<file path="src/rtl/sram_pkg.sv">
// Shared types and helpers for the byte-write SRAM and its clear engine.
package sram_pkg;

  localparam int LANE = 8;

  typedef enum logic {
    IDLE,
    CLEAR
  } clr_state_t;

  function automatic int bw_of(input int dw);
    return dw / LANE;
  endfunction

endpackage

</file>
<file path="src/rtl/sram_clr_ctrl.sv">
// Clear engine: walks every word once, writing zero, while busy is high.
module sram_clr_ctrl
  import sram_pkg::*;
#(
  parameter int AW    = 5,
  parameter int DEPTH = 2**AW
) (
  input  logic          clk,
  input  logic          rst,
  input  logic          clr,
  output logic          busy,
  output logic          clr_we,
  output logic [AW-1:0] clr_addr
);

  localparam logic [AW-1:0] LAST = AW'(DEPTH - 1);

  clr_state_t    state_q, state_d;
  logic [AW-1:0] ptr_q, ptr_d;

  always_ff @(posedge clk) begin
    if (rst) begin
      state_q <= CLEAR;
      ptr_q   <= '0;
    end else begin
      state_q <= state_d;
      ptr_q   <= ptr_d;
    end
  end

  // A clr seen mid-walk rewinds the pointer rather than aborting.
  always_comb begin
    state_d = state_q;
    ptr_d   = ptr_q;
    unique case (state_q)
      IDLE: begin
        if (clr) begin
          state_d = CLEAR;
          ptr_d   = '0;
        end
      end
      CLEAR: begin
        if (clr) begin
          ptr_d = '0;
        end else if (ptr_q == LAST) begin
          state_d = IDLE;
          ptr_d   = '0;
        end else begin
          ptr_d = ptr_q + 1'b1;
        end
      end
      default: begin
        state_d = CLEAR;
        ptr_d   = '0;
      end
    endcase
  end

  assign busy     = (state_q == CLEAR);
  assign clr_we   = busy;
  assign clr_addr = ptr_q;

endmodule

</file>
<file path="src/rtl/sram_sp_bwe.sv">
// Single-port SRAM with byte enables, registered read and sequenced clear.
module sram_sp_bwe
  import sram_pkg::*;
#(
  parameter int DW    = 16,
  parameter int AW    = 5,
  parameter int DEPTH = 2**AW
) (
  input  logic            clk,
  input  logic            rst,
  input  logic            ce,
  input  logic            we,
  input  logic [DW/8-1:0] be,
  input  logic [AW-1:0]   addr,
  input  logic [DW-1:0]   din,
  input  logic            clr,
  output logic [DW-1:0]   dout,
  output logic            dout_vld,
  output logic            busy
);

  localparam int          BW  = bw_of(DW);
  localparam logic [AW:0] LIM = (AW+1)'(DEPTH);

  logic [DW-1:0] mem [DEPTH];

  logic          clr_we;
  logic [AW-1:0] clr_addr;
  logic          in_range;
  logic          acc;
  logic          wr;
  logic          rd;

  sram_clr_ctrl #(
    .AW    (AW),
    .DEPTH (DEPTH)
  ) u_clr (
    .clk      (clk),
    .rst      (rst),
    .clr      (clr),
    .busy     (busy),
    .clr_we   (clr_we),
    .clr_addr (clr_addr)
  );

  // clr and rst both pre-empt a user access in the same cycle.
  assign in_range = ({1'b0, addr} < LIM);
  assign acc      = ce & ~busy & ~clr & ~rst;
  assign wr       = acc & we & in_range;
  assign rd       = acc & ~we;

  always_ff @(posedge clk) begin
    if (clr_we) begin
      mem[clr_addr] <= '0;
    end else if (wr) begin
      for (int i = 0; i < BW; i++) begin
        if (be[i]) begin
          mem[addr][i*LANE +: LANE] <= din[i*LANE +: LANE];
        end
      end
    end
  end

  always_ff @(posedge clk) begin
    if (rst) begin
      dout     <= '0;
      dout_vld <= 1'b0;
    end else begin
      dout_vld <= rd;
      if (rd) begin
        dout <= in_range ? mem[addr] : '0;
      end
    end
  end

endmodule

</file>
<file path="config.mk">
export PLATFORM = sky130hd
export DESIGN_NAME = sram_sp_bwe
export DESIGN_NICKNAME = d
export VERILOG_FILES = /design/src/rtl/sram_pkg.sv /design/src/rtl/sram_clr_ctrl.sv /design/src/rtl/sram_sp_bwe.sv
export SDC_FILE = /design/constraint.sdc
export NUM_CORES = 1
export LEC_CHECK = 0
export ABC_AREA = 1
export BUFFER_PORTS_ARGS = -buffer_cell sky130_fd_sc_hd__buf_2
export CAP_MARGIN = 25
export CORE_MARGIN = 3
export CORE_UTILIZATION = 30
export DETAILED_ROUTE_END_ITERATION = 10
export HOLD_SLACK_MARGIN = 0.06
export PLACE_DENSITY = 0.48
export RECOVER_POWER = 25
export SKIP_LAST_GASP = 1
export SLEW_MARGIN = 10
export SYNTH_ARGS = -nofsm -noshare
export SYNTH_HDL_FRONTEND = slang
export SYNTH_SLANG_ARGS = --single-unit
</file>
<file path="constraint.sdc">
create_clock -name clk -period 5.17 [get_ports clk]
set_input_delay 0.7755 -clock clk [delete_from_list [all_inputs] [get_ports clk]]
set_output_delay 0.7755 -clock clk [all_outputs]
set_load 0.02 [all_outputs]
</file>
==> metrics.md <==
| Metric | Value |
|---|---|
| Worst-Margin Slew | 1.79 ns |
| Largest net degree at the start of global routing | 195 |
| Crit-path cells | buf_2, inv_1, nand2_1, nor2_8, o211ai_4, clkbuf_1, nor2_2, clkbuf_1 |
| Crit. End Element | flop |
| DR DRC count | 0 |
| Mapped Cells | 1,939 |
| Peak VDD IR | 0.258 mV |
| Buffer count from post-CTS setup fixing | 0 |
| Syn_nets | 1,969 |
| GRT Total Usage | 15.5% |
| FF-to-FF End | mem[8][15] |
| Total number of vias | 14.4k |
| Number of flops mapped to enable cells by yosys | 512 |
| Slowest-stage cell, CP | clkbuf_1 |
| Vias in the first global route | 14.4k |
| Critical R2R Launch | u_clr.busy |
| Crit path buffers/inverters | 4 |
| Storage cell area | 15,800 µm² |
| Fin cells | 2,949 |
| Gp weighted congestion | 0.807 |
| Routed Wire Length | 61.4 mm |
| Tcrit/Tclk final | 75.9% |
| Leading cell type in the layout, fill and taps excluded | nand2_1 |
| Final hold violations | 0 |
| Yosys Warn Count | 0 |
| Core area | 73,600 µm² |
| Initial Util | 30.5% |
| DRT Pass-1 Iters | 5 |
| Die height | 280 µm |
| Gates resized, CTS repair | 0 |
| Seq/Total Area, Yosys | 70.5% |
| Synth cell types | 30 |
| # IOs | 46 |
| H-tree lvl count | 2 |
| Clock Skew | 0.0166 ns |
| ANT nets after route | 0 |
| Critical Path Sink | mem[8][15] |
| Clock sinks | 535 |
| Failing checks | max-capacitance violations, max-slew violations |
| Slew margin rel. | -19.5% |
| Grt ovf | 0 |
| Ant diodes | 0 |
| Post-CTS Hold Buffers | 0 |
| Clock Tree Root | clkbuf_16 |
| Num CTS Buffers | 55 |
| Most frequent cells in the layout | nand2_1, edfxtp_1, nand3_1 |
| Max_cap viols | 3 |
| Most common flop cell mapped by yosys | edfxtp_1 |
| DP HPWL | 36.1 mm |
| CTS tree | done |
| Die area | 78,100 µm² |
| FILL cells | 7,330 |
| DRT iter0 DRCs | 1,081 |
| NumNets Final | 1,976 |
| Startpoint Class | primary input |
| Final setup viols | 0 |
| Layout cells sized above 1 | 11.8% |
| Largest stage delay on the critical path | 1.31 ns |
| Post-Syn Area per Cell | 11.6 µm² |
| Area Overhead vs Synth | 13.2% |
| PD cells | 358 nW/µm² |
| Max frequency | 255 MHz |
| IO buf count | 45 |
| Slew Viols, Final | 84 |
| Die width | 280 µm |
| Leak pwr | 9.11 nW |
| First-pass GRT wire length | 91.1 mm |
| Crit path required time | 5.31 ns |
| CP Depth | 8 |
| FF+latch count, synth | 535 |
| Crit-path max FO | 32 |
| Initial antenna violation count | 0 |
| CP Launch Point | rst |
| Worst skew pair latency | 0.60 ns |
| Placed insts | 2,846 |
| FF-to-FF path depth | 7 |
| Clock-pin slew on the worst setup and hold paths | 0.06 ns |
| CP Class | primary input to flop |
| Cell Rows | 99 |
| Status | finished, violations left |
| Fin crit period | 3.93 ns |
| Clock tree buffer depth | 3 |
| DR vias/cell | 4.89 |
| RSZ-0062 raised after global routing | false |
| WL/cell | 20.8 µm |
| Crit path top cell by count | clkbuf_1 |
| Mapped Area | 22,400 µm² |
| Arrival time of the worst setup path | 4.06 ns |
| Asr flop ratio synth | 0% |
| Worst R2R Setup Slack | 1.64 ns |
| Delay-heaviest family, CP | buffers and inverters |
| Multi-input gate area | 5980 µm² |
| Hold WC Path Type | primary input to flop |
| Setup TNS | 0 ns |
## where the power goes
group	total, mW	internal [mW]	switching, mW	leakage, nW
Clock	3.92	2.30	1.62	0.862
Sequential	4.71	4.70	0.00575	4.87
Combinational	0.465	0.119	0.346	3.38
Total	9.09	7.12	1.97	9.11
## layout make-up
cell class                      count  area share, %
Tap cell                          959           4.72
Sequential cell                   535           62.3
Clock inverter                     25          0.935
Timing Repair Buffer               76           1.97
Inverter                           33          0.517
Multi-Input combinational cell   1245           23.5
Clock buffer                       76           6.01
## worst min-delay path by stage
stage	from	end	slack (ns)	cells after the start
finish	rst	u_clr.clr_addr[1]	0.39	2
global route	rst	u_clr.clr_addr[1]	0.39	2
CTS	rst	u_clr.clr_addr[1]	0.37	2
detailed placement	u_clr.clr_addr[3]	u_clr.clr_addr[3]	0.50	2
global placement	u_clr.clr_addr[3]	u_clr.clr_addr[3]	0.50	2
floorplan	u_clr.clr_addr[3]	u_clr.clr_addr[3]	0.45	2
## through the flow
stage	power [mW]	utilization, %	instance area, µm²	hold WS, ns	worst slack, ns
2_1_floorplan	5.10	-	22400	0.451	2.50
3_3_place_gp	5.26	32.1	23600	0.500	1.41
3_5_place_dp	5.26	32.1	23600	0.503	1.36
4_1_cts	9.17	34.5	25400	0.371	2.01
5_1_grt	9.40	34.5	25400	0.388	0.951
6_report	9.09	34.5	25400	0.393	1.24
## synthesized netlist by cell type, types with 3 or more instances
master	count	area, µm²
a21oi_1	20	100
buf_6	3	33.8
nand3_4	8	140
nand2_2	3	18.8
inv_1	27	101
edfxtp_1	512	15400
nor2_1	17	63.8
buf_2	19	95.1
nand3_1	421	2110
nand2_1	672	2520
dfxtp_1	23	460
o21ai_0	18	90.1
buf_1	29	109
inv_2	3	11.3
o21ai_4	7	114
clkinv_1	3	11.3
nand2_4	3	33.8
nor3_2	64	641
clkbuf_1	72	270
nor3_1	3	15.0
## kinds of logic after synthesis
| family | after synthesis | synth area share (%) |
|---|---|---|
| AO/OA/AOI/OAI | 50 | 1.58 |
| XOR/XNOR | 1 | 0.0390 |
| adder cells (fa/ha/maj) | 2 | 0.111 |
| buffers and inverters | 159 | 2.95 |
| flip-flops | 535 | 70.5 |
| AND/OR/NAND/NOR | 1192 | 24.8 |
## layer usage
layer  wire length (µm)  global-route usage [%]  part of all wire (%)  vias up
met5                  0                       0                     0        -
met4               2030                    5.43                   3.3        0
met3               2590                    2.32                   4.2      116
met2              30200                    26.7                    49      345
met1              26600                    20.0                    43     7140
li1                   -                       -                     -     6820
## state kept, by name, summed over array words and instances (netlist names)
name            flops
u_clr.clr_addr      5
u_clr.busy          1
mem               512
dout               16
dout_vld            1
(Power assumes the default switching activity.)
